## config.mk

```make
export PLATFORM = sky130hd
export DESIGN_NAME = md_unit
export DESIGN_NICKNAME = d
export VERILOG_FILES = /design/src/rtl/md_pkg.sv /design/src/rtl/md_divider.sv /design/src/rtl/md_unit.sv
export SDC_FILE = /design/constraint.sdc
export NUM_CORES = 2
export LEC_CHECK = 0
export BUFFER_PORTS_ARGS = -buffer_cell sky130_fd_sc_hd__buf_2
export CAP_MARGIN = 5
export CORE_ASPECT_RATIO = 0.9
export CORE_UTILIZATION = 40
export CTS_BUF_LIST = sky130_fd_sc_hd__clkbuf_2 sky130_fd_sc_hd__clkbuf_4 sky130_fd_sc_hd__clkbuf_8
export CTS_CLUSTER_SIZE = 24
export DETAILED_ROUTE_END_ITERATION = 8
export GPL_TIMING_DRIVEN = 0
export PLACE_DENSITY = 0.58
export SLEW_MARGIN = 20
export SYNTH_ARGS = -nofsm -noshare
export SYNTH_HDL_FRONTEND = slang
export SYNTH_SLANG_ARGS = --single-unit
export TNS_END_PERCENT = 20
```

## constraint.sdc

```tcl
create_clock -name clk -period 8.95 [get_ports clk]
set_clock_uncertainty 0.15 [all_clocks]
set_input_delay 0.4475 -clock clk [delete_from_list [all_inputs] [get_ports clk]]
set_output_delay 0.4475 -clock clk [all_outputs]
set_load 0.05 [all_outputs]
```

## src/rtl/md_pkg.sv

```systemverilog
// Shared encodings for the multiply/divide unit: op codes, FSM states
// and a small magnitude helper used when preparing signed divides.
package md_pkg;

    localparam logic [2:0] OP_MULT  = 3'd0;
    localparam logic [2:0] OP_MULTU = 3'd1;
    localparam logic [2:0] OP_DIV   = 3'd2;
    localparam logic [2:0] OP_DIVU  = 3'd3;
    localparam logic [2:0] OP_MTHI  = 3'd4;
    localparam logic [2:0] OP_MTLO  = 3'd5;

    typedef enum logic [1:0] {
        S_IDLE = 2'd0,
        S_MUL  = 2'd1,
        S_DIV  = 2'd2,
        S_FIX  = 2'd3
    } md_state_t;

    // 0x80000000 maps to itself, which reads correctly as an unsigned magnitude
    function automatic logic [31:0] mag32(input logic [31:0] v,
                                          input logic sgn);
        return (sgn && v[31]) ? (~v + 32'd1) : v;
    endfunction

endpackage

```

## src/rtl/md_divider.sv

```systemverilog
// Unsigned 32/32 restoring divider: one quotient bit per cycle, MSB first.
// done pulses for one cycle once all 32 iterations have completed.
module md_divider
    import md_pkg::*;
(
    input  logic        clk,
    input  logic        reset,
    input  logic        start,
    input  logic [31:0] dividend,
    input  logic [31:0] divisor,
    output logic        done,
    output logic [31:0] quotient,
    output logic [31:0] remainder
);

    logic [31:0] r_quo;
    logic [31:0] r_rem;
    logic [31:0] r_dvs;
    logic [5:0]  r_cnt;
    logic        r_active;
    logic        r_done;

    logic [32:0] w_rem_sh;
    logic [32:0] w_diff;

    // Shifted partial remainder can exceed 32 bits before the subtract
    assign w_rem_sh = {r_rem, r_quo[31]};
    assign w_diff   = w_rem_sh - {1'b0, r_dvs};

    always_ff @(posedge clk) begin
        if (reset) begin
            r_quo    <= '0;
            r_rem    <= '0;
            r_dvs    <= '0;
            r_cnt    <= '0;
            r_active <= 1'b0;
            r_done   <= 1'b0;
        end else begin
            r_done <= 1'b0;
            if (start) begin
                r_quo    <= dividend;
                r_rem    <= '0;
                r_dvs    <= divisor;
                r_cnt    <= 6'd32;
                r_active <= 1'b1;
            end else if (r_active) begin
                if (!w_diff[32]) begin
                    r_rem <= w_diff[31:0];
                    r_quo <= {r_quo[30:0], 1'b1};
                end else begin
                    r_rem <= w_rem_sh[31:0];
                    r_quo <= {r_quo[30:0], 1'b0};
                end
                r_cnt <= r_cnt - 6'd1;
                if (r_cnt == 6'd1) begin
                    r_active <= 1'b0;
                    r_done   <= 1'b1;
                end
            end
        end
    end

    assign done      = r_done;
    assign quotient  = r_quo;
    assign remainder = r_rem;

endmodule

```

## src/rtl/md_unit.sv

```systemverilog
// HI/LO multiply/divide unit: multi-cycle MULT/MULTU, iterative DIV/DIVU
// with a sign-fixup cycle, and single-edge MTHI/MTLO writes.
module md_unit
    import md_pkg::*;
#(
    parameter int MULT_LAT = 5
) (
    input  logic        clk,
    input  logic        reset,
    input  logic        start,
    input  logic [2:0]  op,
    input  logic [31:0] a,
    input  logic [31:0] b,
    output logic        busy,
    output logic [31:0] hi,
    output logic [31:0] lo
);

    localparam logic [4:0] MUL_INIT = 5'(MULT_LAT - 1);

    md_state_t   r_state;
    logic        r_busy;
    logic [4:0]  r_cnt;
    logic [31:0] r_hi;
    logic [31:0] r_lo;
    logic [31:0] r_a;
    logic [31:0] r_b;
    logic        r_signed;
    logic        r_neg_q;
    logic        r_neg_r;
    logic        r_div_zero;

    logic        w_is_div;
    logic        w_div_start;
    logic [31:0] w_mag_a;
    logic [31:0] w_mag_b;
    logic        w_div_done;
    logic [31:0] w_quo;
    logic [31:0] w_rem;
    logic [31:0] w_q_fix;
    logic [31:0] w_r_fix;
    logic [63:0] w_ax;
    logic [63:0] w_bx;
    logic [63:0] w_prod;

    assign w_is_div    = (op == OP_DIV) || (op == OP_DIVU);
    assign w_div_start = (r_state == S_IDLE) && start && w_is_div;
    assign w_mag_a     = mag32(a, op == OP_DIV);
    assign w_mag_b     = mag32(b, op == OP_DIV);

    md_divider u_div (
        .clk       (clk),
        .reset     (reset),
        .start     (w_div_start),
        .dividend  (w_mag_a),
        .divisor   (w_mag_b),
        .done      (w_div_done),
        .quotient  (w_quo),
        .remainder (w_rem)
    );

    assign w_q_fix = r_neg_q ? (~w_quo + 32'd1) : w_quo;
    assign w_r_fix = r_neg_r ? (~w_rem + 32'd1) : w_rem;

    // Sign-extending to 64 bits makes one unsigned multiply serve both modes
    assign w_ax   = {{32{r_signed & r_a[31]}}, r_a};
    assign w_bx   = {{32{r_signed & r_b[31]}}, r_b};
    assign w_prod = w_ax * w_bx;

    always_ff @(posedge clk) begin
        if (reset) begin
            r_state    <= S_IDLE;
            r_busy     <= 1'b0;
            r_cnt      <= '0;
            r_hi       <= '0;
            r_lo       <= '0;
            r_a        <= '0;
            r_b        <= '0;
            r_signed   <= 1'b0;
            r_neg_q    <= 1'b0;
            r_neg_r    <= 1'b0;
            r_div_zero <= 1'b0;
        end else begin
            unique case (r_state)
                S_IDLE: begin
                    if (start) begin
                        case (op)
                            OP_MULT, OP_MULTU: begin
                                r_a      <= a;
                                r_b      <= b;
                                r_signed <= (op == OP_MULT);
                                r_cnt    <= MUL_INIT;
                                r_state  <= S_MUL;
                                r_busy   <= 1'b1;
                            end
                            OP_DIV, OP_DIVU: begin
                                r_neg_q    <= (op == OP_DIV) && (a[31] ^ b[31]);
                                r_neg_r    <= (op == OP_DIV) && a[31];
                                r_div_zero <= (b == 32'd0);
                                r_cnt      <= 5'd31;
                                r_state    <= S_DIV;
                                r_busy     <= 1'b1;
                            end
                            OP_MTHI: r_hi <= a;
                            OP_MTLO: r_lo <= a;
                            default: ;
                        endcase
                    end
                end
                S_MUL: begin
                    if (r_cnt == 5'd0) begin
                        r_hi    <= w_prod[63:32];
                        r_lo    <= w_prod[31:0];
                        r_state <= S_IDLE;
                        r_busy  <= 1'b0;
                    end else begin
                        r_cnt <= r_cnt - 5'd1;
                    end
                end
                S_DIV: begin
                    if (r_cnt == 5'd0) begin
                        r_state <= S_FIX;
                    end else begin
                        r_cnt <= r_cnt - 5'd1;
                    end
                end
                S_FIX: begin
                    if (w_div_done && !r_div_zero) begin
                        r_lo <= w_q_fix;
                        r_hi <= w_r_fix;
                    end
                    r_state <= S_IDLE;
                    r_busy  <= 1'b0;
                end
            endcase
        end
    end

    assign busy = r_busy;
    assign hi   = r_hi;
    assign lo   = r_lo;

endmodule

```

Word-level counts from Yosys, hierarchy flattened
Index checks and enable logic that the tools add are counted.
{"block": "totals", "register_bits": 244, "output_inout_bits": 65, "word_cells": 117}
{"block": "classes", "add_sub_neg": 7, "multipliers": 1, "n_eq_ne": 18, "muxes": 37, "bitwise": 8, "reduce_logical": 28}
{"operator": "two-way mux 32 bit", "count": 15}
{"operator": "one-hot mux 32 bit (3 select lines)", "count": 2}
{"operator": "adder 32 x 1 -> 32 bit (second input constant)", "count": 4}
{"operator": "NOT 32 bit", "count": 4}
{"operator": "multiplier 33 x 33 -> 64 bit", "count": 1}
{"operator": "subtractor 33 x 32 -> 33 bit", "count": 1}
{"operator": "zero test 32 bit", "count": 1}
{"operator": "one-hot mux 5 bit (2 select lines)", "count": 2}
{"operator": "two-way mux 6 bit", "count": 2}
{"operator": "!= test 2 bit (second input constant)", "count": 6}
{"operator": "AND reduction 4 bit", "count": 3}
{"operator": "two-way mux 5 bit", "count": 2}
{"operator": "AND reduction 5 bit", "count": 2}
{"operator": "two-way mux 1 bit", "count": 8}
{"operator": "one-hot mux 2 bit (4 select lines)", "count": 1}
{"operator": "OR reduction 2 bit", "count": 4}
{"operator": "== test 3 x 2 -> 1 bit (second input constant)", "count": 2}
{"operator": "== test 3 bit (second input constant)", "count": 2}
{"operator": "== test 6 x 1 -> 1 bit (second input constant)", "count": 1}
{"operator": "logical AND 1 bit", "count": 6}
{"operator": "two-way mux 2 bit", "count": 3}
{"operator": "AND reduction 3 bit", "count": 2}
{"operator": "subtractor 6 x 1 -> 6 bit (second input constant)", "count": 1}
{"operator": "zero test 5 bit", "count": 1}
{"operator": "19 further kinds", "count": 23}

Longest topological paths before layout
{"block": "depth", "word_depth": 5, "ltp_mapped": 31, "depth_no_buf": 28}

By module
From an unflattened synthesis, not the netlist that was laid out.
{"block": "hier_totals", "cells_unflattened": 6163, "hier_area_um2": 52867.0}
{"module": "md_unit", "n_inst": 1, "cells_per_inst": 5393, "area_each_um2": 46667.3, "seq_area_each_um2": 2802.7}
{"module": "md_divider", "n_inst": 1, "cells_per_inst": 770, "area_each_um2": 6199.7, "seq_area_each_um2": 2082.0}

Least setup slack after synthesis
Ideal clock, no wire load.
{"block": "synth_path", "path_kind": "reg2reg", "startpoint": "reg r_a[31]", "endpoint": "reg r_hi[30] (netlist: hi[30])", "setup_time_ns": 0.063, "t_arrival_ns": 8.182, "path_slack_ns": 0.556, "path_stages_with_launch": 30, "period_less_slack_ns": 8.394, "cell_sequence": "dfxtp_1 -> clkbuf_1 -> and2_1 -> clkbuf_1 -> nand2_1 -> inv_1 -> fa_1 -> fa_1 -> fa_1 -> inv_1 -> fa_1 -> inv_1 -> fa_1 -> fa_1 -> fa_1 -> inv_1 -> fa_1 -> inv_1 -> ha_1 -> clkbuf_1 -> and3_1 -> nand2_1 -> nor4_1 -> a21boi_0 -> a211oi_1 -> o21ai_0 -> a41o_1 -> nand4_1 -> or4b_2 -> nand3_1"}
{"block": "synth_via", "elab_chain_len": 4}
{"element": "start: declaration", "line": "md_unit.sv:26", "rtl": "logic [31:0] r_a;"}
{"element": "start signal: assignment", "line": "md_unit.sv:77", "rtl": "r_a <= '0;"}
{"element": "start signal: assignment", "line": "md_unit.sv:89", "rtl": "r_a <= a;"}
{"element": "AND 1 bit", "line": "md_unit.sv:66", "rtl": "assign w_ax = {{32{r_signed & r_a[31]}}, r_a};"}
{"element": "multiplier 33 x 33 -> 64 bit *", "line": "md_unit.sv:68", "rtl": "assign w_prod = w_ax * w_bx;"}
{"element": "two-way mux 32 bit *", "line": "md_unit.sv:111", "rtl": "if (r_cnt == 5'd0) begin"}
{"element": "one-hot mux 32 bit (3 select lines) *", "line": "md_unit.sv:84", "rtl": "unique case (r_state)"}
{"element": "end signal: assignment", "line": "md_unit.sv:112", "rtl": "r_hi <= w_prod[63:32];"}
{"element": "end signal: assignment", "line": "md_unit.sv:130", "rtl": "r_hi <= w_r_fix;"}
{"element": "end: declaration", "line": "md_unit.sv:24", "rtl": "logic [31:0] r_hi;"}
Mark *: on every way between the ends. The rest lies on a longest branch, timed or not. The select of a mux whose other input is x is not followed.
A chain may end at the register's enable or synchronous reset.

Worst setup path in the final report
{"block": "layout_path", "startpoint": "reg r_b[23]", "endpoint": "reg r_hi[30] (netlist: hi[30])"}
{"block": "layout_via", "elab_chain_len": 3}
{"element": "start: declaration", "line": "md_unit.sv:27", "rtl": "logic [31:0] r_b;"}
{"element": "start signal: assignment", "line": "md_unit.sv:78", "rtl": "r_b <= '0;"}
{"element": "start signal: assignment", "line": "md_unit.sv:90", "rtl": "r_b <= b;"}
{"element": "multiplier 33 x 33 -> 64 bit", "line": "md_unit.sv:68"}
{"element": "two-way mux 32 bit", "line": "md_unit.sv:111"}
{"element": "one-hot mux 32 bit (3 select lines)", "line": "md_unit.sv:84"}
No other way between the ends. The select of a mux whose other input is x is not followed.

==> results.yml <==
outcome:
  status: "finished clean"
routing:
  wl_per_cell_um: 25.7
  drc: 0
  vias: 44500
  drtIter0Drc: 4525
  avgViaCountPerCell: 5.55
  drt_first_pass_iters: 8
  detail-route-antenna-nets: 0
  routed_wl_um: 206000
final_layout:
  postLayoutCoreUtil_pct: 44.0
  final_area_mm2: 0.0571
  layout.nets: 7720
  areaGrowthSynthToFinish_pct: 8.63
  drive_above_1_share_pct: 7.43
floorplanning:
  start_util_pct: 40.5
  placementRows: 125
  fp.coreArea_mm2: 0.130
  dieArea_mm2: 0.133
  die_w_um: 384
  die_h_um: 346
  io_pins: 135
clock_network:
  cts_tree: "done"
  cts.sinks: 244
  ctsRootBufferMaster: "clkbuf_8"
  numCtsBuffers: 38
  clock_path_buffers: 3
  clk_pin_slew_ns: 0.07
  worstSkewPairLatency_ns: 0.59
  htree_levels: 2
timing:
  slew_viol_final: 0
  hold_viol: 0
  grt_setup_unrepaired: "yes"
  period_needed_ns: 8.81
  slew_headroom_pct: 26.8
  setup_viol_count_final: 0
  fin_crit_sh_pct: 98.5
  layout_setup_ws_ns: 0.137
  max_freq_ghz: 0.113
  tightest_slew_ns: 1.10
synthesis:
  netlist_area_mm2: 0.0526
  yosysMostFrequentCell: "inv_1"
  synth_fp_nets: 7557
  syn_inst: 6105
  synthDominantAreaCellType: "fa_1"
  synthTopCellsByArea: "fa_1 43%, dfxtp_1 9.3%, inv_1 8.6%"
  async_flop_share_pct: 0
  synth_common_cells: "1200 x inv_1, 1126 x fa_1, 986 x nand2_1, 365 x clkbuf_1, 352 x and2_1"
  yosys_register_bits: 244
  syn_area_per_cell_um2: 8.61
  ys_seq_area_share_pct: 9.30
  synth_top_cell_area_share_pct: 42.9
  ys_warn_count: 0
  synth_ff_type: "dfxtp_1"
  yosysUniqueCellTypes: 73
  synth_edf_count: 0
worst_setup_path:
  critPathLaunchType: "register"
  worstSetupPathType: "reg -> reg"
  max_stage_delay_ns: 0.75
  worst_path_most_repeated_cell: "fa_1"
  cp_max_fo: 10
  critical_path.top_delay_family: "adder cells"
  cp.arrival_ns: 9.18
  crit_path_cell_trace: "clkbuf_1, nand2_1, fa_1, inv_1, fa_1, fa_1, fa_1, fa_1, fa_1, fa_1, inv_1, fa_1, inv_1, ha_1, clkbuf_1, nand4_1, nor4_4, a21boi_2, a211oi_2, o21ai_2, a41o_1, nand4_1, or4b_2, nand3_1"
  cp-end-kind: "register"
  crit_slowest_cell: "clkbuf_1"
  path_buf_inv: 5
  required_ns: 9.32
pwr:
  power_density_mw_per_mm2: 114
  leakage_uw: 0.0264
  max-vdd-ir-drop_uv: 170
  p_total_uw: 6510
global_route:
  grt-ovfl-total: 0
  grt_max_degree: 25
  antenna_found_initial: 12
  grt_pass1_vias: 44300
  grt_use_total_pct: 31.1
  grt_pass1_wl_um: 302000
placement:
  dpl.hpwl_um: 172000
  placement.cell_area_mm2: 0.0553
  dp_slack_ns: -1.98
  io_buffers: 122
  gp_congestion: 1.02
worst_hold_path:
  hold_class: "in -> reg"
run:
  maxCapViolCount: 0
==> final cells by class <==
class | count | area (µm²)
buffer | 352 | 1640
clock inverter | 13 | 190
sequential | 244 | 4980
timing repair buffer | 151 | 896
inverter | 1200 | 4520
antenna | 4 | 10.0
multi-input combinational | 4281 | 42000
fill | 13000 | 72600
clock buffer | 56 | 746
tap | 1714 | 2140
==> flip-flops by register name, indices dropped and copies added, names as in the netlist <==
register	flops
r_signed	1
r_neg_r	1
lo	32
u_div.remainder	32
r_div_zero	1
r_a	32
u_div.quotient	32
u_div.done	1
r_cnt	5
hi	32
u_div.r_active	1
u_div.r_dvs	32
r_neg_q	1
r_state	2
r_b	32
u_div.r_cnt	6
busy	1
==> worst min-delay path, cell delays in order <==
cell and delay (ns):
buf_2 0.15, nand2_1 0.07, a21oi_1 0.05
==> power by group <==
group / total [µW] / internal, µW / switching, µW / leakage (µW)
Clock: 1200 / 682 / 521 / 0.000494
Combinational: 3640 / 1100 / 2530 / 0.0239
Sequential: 1670 / 1310 / 358 / 0.00202
Total: 6510 / 3090 / 3410 / 0.0264
==> path summary, 6_finish.rpt <==
| check | startpoint | end | slack [ns] | depth (start not counted) |
|---|---|---|---|---|
| worst max register to register | r_b[23] | hi[30] | 0.14 | 24 |
| worst min register to register | u_div.r_dvs[0] | u_div.r_dvs[0] | 0.32 | 2 |
| worst min-delay path | a[9] | r_a[9] | 0.01 | 3 |
| worst max-delay path | r_b[23] | hi[30] | 0.14 | 24 |
==> per-layer routing <==
layer  vias up  wire length [µm]  GRT usage [%]
li1      19000                 -              -
met1     22800             85100           43.9
met2      2237             89000           46.1
met3       370             22100           7.23
met4         4              9630           11.7
met5         -                20              0
==> cell families after synthesis <==
logic type                 Yosys count  synth area share [%]
and+or+nand+nor                   1863                  16.2
muxes                               53                  1.01
xor gates and xnor gates           212                  3.53
DFF                                244                  9.30
AOI/OAI and AO/OA                  771                  9.62
adders and majority gates         1382                  49.0
buffers and inverters             1580                  11.3
==> timing repair <==
action                     4_1_cts  5_1_grt
gates cloned                     0        0
gates resized for setup        208      155
setup buffers                    5        7
hold endpoints to repair        16        1
hold buffers                    16        1
pin swaps                        4       10
setup endpoints to repair       37       22
==> layout by cell type (no fill, tap or decap), types with 72 or more instances in the layout <==
cell         n
a211oi_1    72
a21oi_1    238
and2_1     351
buf_2      134
clkbuf_1   197
clkbuf_2    95
dfxtp_1    198
fa_1      1118
ha_1       249
inv_1     1197
nand2_1    985
nor2_1     252
o21ai_0    136
xnor2_1    159
==> stage by stage <==
step | cells | hold slack [ns] | TNS [ns]
after floorplan | 6105 | 0.282 | 0
after global placement | 7941 | 0.299 | -41.92
after detailed placement | 7941 | 0.312 | -34.03
after CTS | 8008 | 0.00278 | 0
after global routing | 8012 | 0.0161 | -0.0521
final | 8015 | 0.00978 | 0
No activity file was read; power rests on OpenSTA's default activity.
